### src/rtl/rv32i_pkg.sv
// Shared RV32I pipeline definitions: control-bundle layout and register
// address constants used by the decode/execute boundary.
package rv32i_pkg;

  localparam int CTRL_W    = 16;
  localparam int MEMRD_BIT = 0;
  localparam int RD_W      = 5;

  typedef logic [CTRL_W-1:0] ctrl_t;

  localparam logic [RD_W-1:0] X0 = '0;

endpackage

### src/rtl/id_ex_if.sv
// Decode-to-execute boundary bundle: decode-side handshake and fields,
// writeback bypass source, pipeline control and the registered execute view.
interface id_ex_if #(
  parameter int WIDTH  = 32,
  parameter int RD     = 5,
  parameter int CTRL_W = 16
);

  // id_valid_i/id_ready_o: the decode instruction moves into execute on a
  // rising clk_i edge where both are high; the producer holds every id_*
  // field stable while id_valid_i is high and id_ready_o is low, and
  // id_ready_o never waits on id_valid_i.
  logic              id_valid_i;
  logic              id_ready_o;
  logic [WIDTH-1:0]  id_pc_i;
  logic [RD-1:0]     id_rs1_addr_i;
  logic [RD-1:0]     id_rs2_addr_i;
  logic [RD-1:0]     id_rd_addr_i;
  logic [WIDTH-1:0]  id_rd1_i;
  logic [WIDTH-1:0]  id_rd2_i;
  logic [WIDTH-1:0]  id_imm_i;
  logic [CTRL_W-1:0] id_ctrl_i;

  logic              wb_we_i;
  logic [RD-1:0]     wb_addr_i;
  logic [WIDTH-1:0]  wb_data_i;

  logic              stall_i;
  logic              flush_i;

  logic              ex_valid_o;
  logic [WIDTH-1:0]  ex_pc_o;
  logic [WIDTH-1:0]  ex_imm_o;
  logic [WIDTH-1:0]  ex_rs1_data_o;
  logic [WIDTH-1:0]  ex_rs2_data_o;
  logic [RD-1:0]     ex_rs1_addr_o;
  logic [RD-1:0]     ex_rs2_addr_o;
  logic [RD-1:0]     ex_rd_addr_o;
  logic [CTRL_W-1:0] ex_ctrl_o;
  logic [15:0]       bubble_cnt_o;

  modport master (
    output id_valid_i, id_pc_i, id_rs1_addr_i, id_rs2_addr_i, id_rd_addr_i,
           id_rd1_i, id_rd2_i, id_imm_i, id_ctrl_i,
           wb_we_i, wb_addr_i, wb_data_i, stall_i, flush_i,
    input  id_ready_o, ex_valid_o, ex_pc_o, ex_imm_o, ex_rs1_data_o,
           ex_rs2_data_o, ex_rs1_addr_o, ex_rs2_addr_o, ex_rd_addr_o,
           ex_ctrl_o, bubble_cnt_o
  );

  modport slave (
    input  id_valid_i, id_pc_i, id_rs1_addr_i, id_rs2_addr_i, id_rd_addr_i,
           id_rd1_i, id_rd2_i, id_imm_i, id_ctrl_i,
           wb_we_i, wb_addr_i, wb_data_i, stall_i, flush_i,
    output id_ready_o, ex_valid_o, ex_pc_o, ex_imm_o, ex_rs1_data_o,
           ex_rs2_data_o, ex_rs1_addr_o, ex_rs2_addr_o, ex_rd_addr_o,
           ex_ctrl_o, bubble_cnt_o
  );

endinterface

### src/rtl/id_ex_bypass.sv
// Writeback bypass: substitutes same-cycle writeback data for a register
// operand whose address matches; x0 is never bypassed.
module id_ex_bypass
  import rv32i_pkg::*;
#(
  parameter int WIDTH = 32,
  parameter int RD    = 5
) (
  input  logic             wb_we,
  input  logic [RD-1:0]    wb_addr,
  input  logic [WIDTH-1:0] wb_data,
  input  logic [RD-1:0]    addr,
  input  logic [WIDTH-1:0] data,
  output logic [WIDTH-1:0] q
);

  logic hit;

  assign hit = wb_we && (wb_addr != RD'(X0)) && (wb_addr == addr);
  assign q   = hit ? wb_data : data;

endmodule

### src/rtl/id_ex_stage.sv
// Decode-to-execute pipeline register with writeback bypass on capture,
// in-place operand patching while stalled, and load-use bubble insertion.
module id_ex_stage #(
  parameter int WIDTH     = 32,
  parameter int RD        = 5,
  parameter int CTRL_W    = rv32i_pkg::CTRL_W,
  parameter int MEMRD_BIT = rv32i_pkg::MEMRD_BIT
) (
  input  logic    clk_i,
  input  logic    rst_i,
  id_ex_if.slave  bus
);

  logic              valid_q;
  logic [WIDTH-1:0]  pc_q;
  logic [WIDTH-1:0]  imm_q;
  logic [WIDTH-1:0]  rs1_data_q;
  logic [WIDTH-1:0]  rs2_data_q;
  logic [RD-1:0]     rs1_addr_q;
  logic [RD-1:0]     rs2_addr_q;
  logic [RD-1:0]     rd_addr_q;
  logic [CTRL_W-1:0] ctrl_q;
  logic [15:0]       bubble_cnt_q;

  logic [WIDTH-1:0]  cap_rs1;
  logic [WIDTH-1:0]  cap_rs2;
  logic [WIDTH-1:0]  hold_rs1;
  logic [WIDTH-1:0]  hold_rs2;
  logic              load_use;

  // Capture path: decode operands corrected by the writeback landing this cycle.
  id_ex_bypass #(.WIDTH(WIDTH), .RD(RD)) u_cap_rs1 (
    .wb_we(bus.wb_we_i), .wb_addr(bus.wb_addr_i), .wb_data(bus.wb_data_i),
    .addr(bus.id_rs1_addr_i), .data(bus.id_rd1_i), .q(cap_rs1)
  );

  id_ex_bypass #(.WIDTH(WIDTH), .RD(RD)) u_cap_rs2 (
    .wb_we(bus.wb_we_i), .wb_addr(bus.wb_addr_i), .wb_data(bus.wb_data_i),
    .addr(bus.id_rs2_addr_i), .data(bus.id_rd2_i), .q(cap_rs2)
  );

  // Hold path: a stalled instruction must still see writebacks that retire under it.
  id_ex_bypass #(.WIDTH(WIDTH), .RD(RD)) u_hold_rs1 (
    .wb_we(bus.wb_we_i), .wb_addr(bus.wb_addr_i), .wb_data(bus.wb_data_i),
    .addr(rs1_addr_q), .data(rs1_data_q), .q(hold_rs1)
  );

  id_ex_bypass #(.WIDTH(WIDTH), .RD(RD)) u_hold_rs2 (
    .wb_we(bus.wb_we_i), .wb_addr(bus.wb_addr_i), .wb_data(bus.wb_data_i),
    .addr(rs2_addr_q), .data(rs2_data_q), .q(hold_rs2)
  );

  // Both sources compared regardless of whether the opcode reads them.
  assign load_use = valid_q && ctrl_q[MEMRD_BIT] && (rd_addr_q != '0) &&
                    bus.id_valid_i &&
                    ((bus.id_rs1_addr_i == rd_addr_q) ||
                     (bus.id_rs2_addr_i == rd_addr_q));

  assign bus.id_ready_o = !rst_i && !bus.stall_i && !load_use;

  always_ff @(posedge clk_i or posedge rst_i) begin
    if (rst_i) begin
      valid_q      <= 1'b0;
      pc_q         <= '0;
      imm_q        <= '0;
      rs1_data_q   <= '0;
      rs2_data_q   <= '0;
      rs1_addr_q   <= '0;
      rs2_addr_q   <= '0;
      rd_addr_q    <= '0;
      ctrl_q       <= '0;
      bubble_cnt_q <= '0;
    end else if (bus.flush_i) begin
      valid_q <= 1'b0;
    end else if (bus.stall_i) begin
      if (valid_q) begin
        rs1_data_q <= hold_rs1;
        rs2_data_q <= hold_rs2;
      end
    end else if (load_use) begin
      valid_q <= 1'b0;
      ctrl_q  <= '0;
      if (bubble_cnt_q != '1) begin
        bubble_cnt_q <= bubble_cnt_q + 16'd1;
      end
    end else begin
      valid_q    <= bus.id_valid_i;
      pc_q       <= bus.id_pc_i;
      imm_q      <= bus.id_imm_i;
      rs1_data_q <= cap_rs1;
      rs2_data_q <= cap_rs2;
      rs1_addr_q <= bus.id_rs1_addr_i;
      rs2_addr_q <= bus.id_rs2_addr_i;
      rd_addr_q  <= bus.id_rd_addr_i;
      ctrl_q     <= bus.id_valid_i ? bus.id_ctrl_i : '0;
    end
  end

  assign bus.ex_valid_o    = valid_q;
  assign bus.ex_pc_o       = pc_q;
  assign bus.ex_imm_o      = imm_q;
  assign bus.ex_rs1_data_o = rs1_data_q;
  assign bus.ex_rs2_data_o = rs2_data_q;
  assign bus.ex_rs1_addr_o = rs1_addr_q;
  assign bus.ex_rs2_addr_o = rs2_addr_q;
  assign bus.ex_rd_addr_o  = rd_addr_q;
  assign bus.ex_ctrl_o     = ctrl_q;
  assign bus.bubble_cnt_o  = bubble_cnt_q;

endmodule
### src/flat_wrapper.sv
// flat-port wrapper written by rule: the top's interface ports become plain ports
module id_ex_stage_flat 
#(
  parameter int WIDTH     = 32,
  parameter int RD        = 5,
  parameter int CTRL_W    = rv32i_pkg::CTRL_W,
  parameter int MEMRD_BIT = rv32i_pkg::MEMRD_BIT
)
  (clk_i, rst_i, bus_id_valid_i, bus_id_pc_i, bus_id_rs1_addr_i, bus_id_rs2_addr_i, bus_id_rd_addr_i, bus_id_rd1_i, bus_id_rd2_i, bus_id_imm_i, bus_id_ctrl_i, bus_wb_we_i, bus_wb_addr_i, bus_wb_data_i, bus_stall_i, bus_flush_i, bus_id_ready_o, bus_ex_valid_o, bus_ex_pc_o, bus_ex_imm_o, bus_ex_rs1_data_o, bus_ex_rs2_data_o, bus_ex_rs1_addr_o, bus_ex_rs2_addr_o, bus_ex_rd_addr_o, bus_ex_ctrl_o, bus_bubble_cnt_o);
  id_ex_if #(.WIDTH(WIDTH), .RD(RD), .CTRL_W(CTRL_W)) bus_i ();
  input  logic clk_i;
  input  logic rst_i;
  input wire logic [$bits(bus_i.id_valid_i)-1:0] bus_id_valid_i;
  input wire logic [$bits(bus_i.id_pc_i)-1:0] bus_id_pc_i;
  input wire logic [$bits(bus_i.id_rs1_addr_i)-1:0] bus_id_rs1_addr_i;
  input wire logic [$bits(bus_i.id_rs2_addr_i)-1:0] bus_id_rs2_addr_i;
  input wire logic [$bits(bus_i.id_rd_addr_i)-1:0] bus_id_rd_addr_i;
  input wire logic [$bits(bus_i.id_rd1_i)-1:0] bus_id_rd1_i;
  input wire logic [$bits(bus_i.id_rd2_i)-1:0] bus_id_rd2_i;
  input wire logic [$bits(bus_i.id_imm_i)-1:0] bus_id_imm_i;
  input wire logic [$bits(bus_i.id_ctrl_i)-1:0] bus_id_ctrl_i;
  input wire logic [$bits(bus_i.wb_we_i)-1:0] bus_wb_we_i;
  input wire logic [$bits(bus_i.wb_addr_i)-1:0] bus_wb_addr_i;
  input wire logic [$bits(bus_i.wb_data_i)-1:0] bus_wb_data_i;
  input wire logic [$bits(bus_i.stall_i)-1:0] bus_stall_i;
  input wire logic [$bits(bus_i.flush_i)-1:0] bus_flush_i;
  output wire logic [$bits(bus_i.id_ready_o)-1:0] bus_id_ready_o;
  output wire logic [$bits(bus_i.ex_valid_o)-1:0] bus_ex_valid_o;
  output wire logic [$bits(bus_i.ex_pc_o)-1:0] bus_ex_pc_o;
  output wire logic [$bits(bus_i.ex_imm_o)-1:0] bus_ex_imm_o;
  output wire logic [$bits(bus_i.ex_rs1_data_o)-1:0] bus_ex_rs1_data_o;
  output wire logic [$bits(bus_i.ex_rs2_data_o)-1:0] bus_ex_rs2_data_o;
  output wire logic [$bits(bus_i.ex_rs1_addr_o)-1:0] bus_ex_rs1_addr_o;
  output wire logic [$bits(bus_i.ex_rs2_addr_o)-1:0] bus_ex_rs2_addr_o;
  output wire logic [$bits(bus_i.ex_rd_addr_o)-1:0] bus_ex_rd_addr_o;
  output wire logic [$bits(bus_i.ex_ctrl_o)-1:0] bus_ex_ctrl_o;
  output wire logic [$bits(bus_i.bubble_cnt_o)-1:0] bus_bubble_cnt_o;
  assign bus_i.id_valid_i = bus_id_valid_i;
  assign bus_i.id_pc_i = bus_id_pc_i;
  assign bus_i.id_rs1_addr_i = bus_id_rs1_addr_i;
  assign bus_i.id_rs2_addr_i = bus_id_rs2_addr_i;
  assign bus_i.id_rd_addr_i = bus_id_rd_addr_i;
  assign bus_i.id_rd1_i = bus_id_rd1_i;
  assign bus_i.id_rd2_i = bus_id_rd2_i;
  assign bus_i.id_imm_i = bus_id_imm_i;
  assign bus_i.id_ctrl_i = bus_id_ctrl_i;
  assign bus_i.wb_we_i = bus_wb_we_i;
  assign bus_i.wb_addr_i = bus_wb_addr_i;
  assign bus_i.wb_data_i = bus_wb_data_i;
  assign bus_i.stall_i = bus_stall_i;
  assign bus_i.flush_i = bus_flush_i;
  assign bus_id_ready_o = bus_i.id_ready_o;
  assign bus_ex_valid_o = bus_i.ex_valid_o;
  assign bus_ex_pc_o = bus_i.ex_pc_o;
  assign bus_ex_imm_o = bus_i.ex_imm_o;
  assign bus_ex_rs1_data_o = bus_i.ex_rs1_data_o;
  assign bus_ex_rs2_data_o = bus_i.ex_rs2_data_o;
  assign bus_ex_rs1_addr_o = bus_i.ex_rs1_addr_o;
  assign bus_ex_rs2_addr_o = bus_i.ex_rs2_addr_o;
  assign bus_ex_rd_addr_o = bus_i.ex_rd_addr_o;
  assign bus_ex_ctrl_o = bus_i.ex_ctrl_o;
  assign bus_bubble_cnt_o = bus_i.bubble_cnt_o;
  id_ex_stage #(.WIDTH(WIDTH), .RD(RD), .CTRL_W(CTRL_W), .MEMRD_BIT(MEMRD_BIT)) u_core (.clk_i(clk_i), .rst_i(rst_i), .bus(bus_i));
endmodule
### config.mk
export PLATFORM = sky130hd
export DESIGN_NAME = id_ex_stage_flat
export DESIGN_NICKNAME = d
export VERILOG_FILES = /design/src/rtl/rv32i_pkg.sv /design/src/rtl/id_ex_if.sv /design/src/rtl/id_ex_bypass.sv /design/src/rtl/id_ex_stage.sv /design/src/flat_wrapper.sv
export SDC_FILE = /design/constraint.sdc
export NUM_CORES = 1
export LEC_CHECK = 0
export ABC_AREA = 1
export ABC_CLOCK_PERIOD_IN_PS = 5000
export BUFFER_PORTS_ARGS = -buffer_cell sky130_fd_sc_hd__buf_4
export CAP_MARGIN = 20
export CORE_MARGIN = 2
export CORE_UTILIZATION = 43
export DETAILED_ROUTE_END_ITERATION = 7
export GPL_TIMING_DRIVEN = 0
export PLACE_DENSITY_LB_ADDON = 0.2
export SLEW_MARGIN = 25
export SYNTH_ARGS = -nofsm -noshare
export SYNTH_HDL_FRONTEND = slang
export SYNTH_SLANG_ARGS = --single-unit
### constraint.sdc
create_clock -name clk_i -period 5 [get_ports clk_i]
set_input_delay 0 -clock clk_i [delete_from_list [all_inputs] [get_ports clk_i]]
set_output_delay 0 -clock clk_i [all_outputs]
set_load 0.01 [all_outputs]
==> metrics <==
GRT Total Usage=between 30% and 40%; CP max FO=6; Arrival @ worst endpoint=about 2.8 ns; setup violators final=0; Synth Area in Adders=0.1441%; YS warnings=0; Post-synth EDFFs=0; outcome=finished clean; DRC viols=0; final core utilization=approximately 74%; largest stage delay on the critical path=0.60 ns; Avg Inst Size Synth=7.663 um^2; vias in the first global route=slightly above 10000; largest family of logic cells by synthesized area=simple AND/OR/NAND/NOR gates; M1 GR Usage=37.08%; CP required=approximately 5.4 ns; initial antenna violation count=1; clk_lat worst skew=0.43 ns; vias=10000; # IOs=approximately 380; Top FF cell, synth=dfrtp_1; Post-Route WL=approximately 34000 um; Core Box Area=19650 um^2; largest net degree at the start of global routing=77; cells after synthesis=~1100; max_cap viols=0; Mapped Area=just under 9000 um^2; Synth Area in XOR/XNOR=between 3 and 4%; Total Nets Final=~1900; First DRT Iteration DRCs=about 830; Post-Synth Simple-Gate Area=roughly two fifths; Area contributors post-synth=dfrtp_1, nand2_1, nand4_1, nand3_1, buf_2; Setup crit end kind=flop; Post-synth top cells=nand2_1, dfrtp_1, nand3_1; Synth area leader=dfrtp_1; total grt overflow=0; relative slew slack=61.69%; CTS Sinks=~180; Synth Net Count=approximately 1300; met3 usage=7.750%; Reg clk slew, reported paths=roughly 0.070 ns; Sum Neg Setup Slack=0 ns; post-synthesis compound-gate area fraction=1.081%; PwrDens=286.4 nW/um^2; WL/cell=~17 um; clock skew=approximately 0.014 ns; crit path time final=~2.4 ns; critical path class=in2reg; area share of the largest cell type after synthesis=around 50%; most numerous cell in the Yosys netlist=nand2_1; cts bufs inserted=17; fin crit share=between 40% and 50%; final hold vios=0; DRT Pass-1 Iters=5; RSZ-0062 raised after global routing=no; input/output buffers=374; f_max=about 410 MHz; CP max stage cell=dlygate4sd3_1; worst-path cell chain=dlygate4sd3_1 -> buf_4 -> inv_1 -> nand2_1 -> nand2_1 -> nand2_1 -> nor2_1 -> nand2_2 -> nand2_2 -> nand2_1 -> nand2_1 -> dlygate4sd3_1 -> nand4_1 -> dlygate4sd3_1 -> nand2_1; CTS tree=done; DRT antenna net count=0; P&R area growth vs syn=67.01%; Leakage Power=between 7 and 8 nW; total power=between 4 and 5 mW; count of cell types in the netlist=28; Die Ht=approximately 150 um; Top Usage Layer GRT=met2; asr flop ratio synth=100.0%; RD Place Congestion=around 0.89; mux contribution to synthesized area=0%; routed vias/inst=4.982; Core Rows=51; hpwl dp=roughly 23000 um; Startpoint Class=primary input; DIE WIDTH=~150 um; htree depth=4; Max Slew Vio Count=0; Initial Utilization=about 44%; die area=between 20000 and 25000 um^2; post-CTS setup buffer count=0; clock tree root buffer cell=clkbuf_16; share of cells above drive strength 1=28.07%; met2 Use GR=around 55%; Worst-Margin Slew=~0.57 ns; Hold Path Class=in2reg; Peak supply drop=~230 uV; share of the yosys chip area belonging to registers=about half; Yosys reg bits=around 180; crit-path most repeated cell=nand2_1; first-pass GRT wire length=around 54000 um; Max Buffers Root-to-Sink=2
==> cells in the final DEF, fill, tap and decap left out, types with 2 or more instances in the layout <==
cell and count:
buf_16 2, clkbuf_1 14, xor2_1 14, nand2_2 9, buf_4 387, buf_2 35, clkinv_2 2, bufinv_16 2
dfrtp_1 176, o21ai_0 17, nor3_1 4, inv_8 2, nand2_1 617, clkbuf_16 17, nor2_1 25, xnor2_1 16
nand4_1 68, buf_6 7, clkinv_8 2, dlygate4sd3_1 201, nand3_1 75, inv_6 5, inv_1 20, inv_2 9
clkinvlp_4 2, nand3_2 3
==> area by class of cell <==
class	count	area (um^2)
Buffer	70	409.1
Tap cell	265	331.6
Antenna cell	1	2.502
Clock buffer	18	429.2
Fill cell	1437	5154
Clock inverter	14	172.7
Multi-Input combinational cell	856	3752
Sequential cell	176	4404
Timing Repair Buffer	577	4875
Inverter	31	123.9
==> final timing paths <==
path                                              start                            to  slack (ns)  cells after the start
setup / recovery                   bus_id_rs2_addr_i[2]  u_core.bus.ex_rs2_data_o[30]        2.59                     15
hold / removal                           bus_id_valid_i      u_core.bus.ex_ctrl_o[14]       0.009                      5
setup reg to reg             u_core.bus.ex_rd_addr_o[0]         u_core.bus.ex_valid_o        2.59                     11
hold reg to reg            u_core.bus.ex_rs2_data_o[30]  u_core.bus.ex_rs2_data_o[30]        0.48                      2
max in group asynchronous                         rst_i   u_core.bus.bubble_cnt_o[14]        4.23                      4
min in group asynchronous                         rst_i      u_core.bus.ex_ctrl_o[14]        0.10                      3
==> critical path, delay by kind of cell <==
kind | cells | cell delay [ns]
buf+inv | 5 | 1.93
simple gates | 10 | 0.85
==> routing by layer <==
metal  share of wire (%)  vias to the layer above  wire length (um)
met4                 3.9                        0              1322
met5                   0                        -                 0
met1                  38                     4611             12850
li1                    -                     4783                 -
met3                 7.7                       97              2594
met2                  51                      512             17120
==> cells by family (layout without fill, tap and decap cells) <==
kind of cell	Yosys count	after routing
simple gates	807	807
flops	176	176
buf+inv	101	710
xor+xnor	30	30
compound gates	18	18
fa+ha+maj	1	1
other cells	0	1
==> report_power, final <==
part	internal, mW	switching [mW]
clock	0.755	0.620
combinational	0.559	0.512
sequential	1.59	0.117
==> sequential cells by signal, summed over array words and instances (netlist names) <==
name,count
u_core.bus.ex_pc_o,32
u_core.bus.ex_rs1_data_o,32
u_core.bus.ex_valid_o,1
u_core.bus.ex_imm_o,32
u_core.bus.ex_ctrl_o,16
u_core.bus.bubble_cnt_o,16
u_core.bus.ex_rs2_addr_o,5
u_core.bus.ex_rd_addr_o,5
u_core.bus.ex_rs1_addr_o,5
u_core.bus.ex_rs2_data_o,32
==> per-stage QoR <==
| stage | cells | hold WS [ns] | area [um^2] | setup WS, ns |
|---|---|---|---|---|
| finish | 2008 | 0.008891 | 14500 | 2.586 |
| global route | 2008 | 0.01848 | 14500 | 2.366 |
| CTS | 2007 | 0.001965 | 14500 | 2.552 |
| detailed placement | 1774 | -0.0009976 | 11880 | 3.119 |
| global placement | 1772 | 0.1937 | 11820 | -1.878 |
| floorplan | 1133 | 0.04753 | 8682 | 0.2264 |
==> what timing repair did <==
| item | CTS | global route |
|---|---|---|
| hold endpoints to repair | 335 | 0 |
| gates resized for setup | 0 | 0 |
| hold buffers | 201 | 0 |
Power figures use the tool's default switching activity.
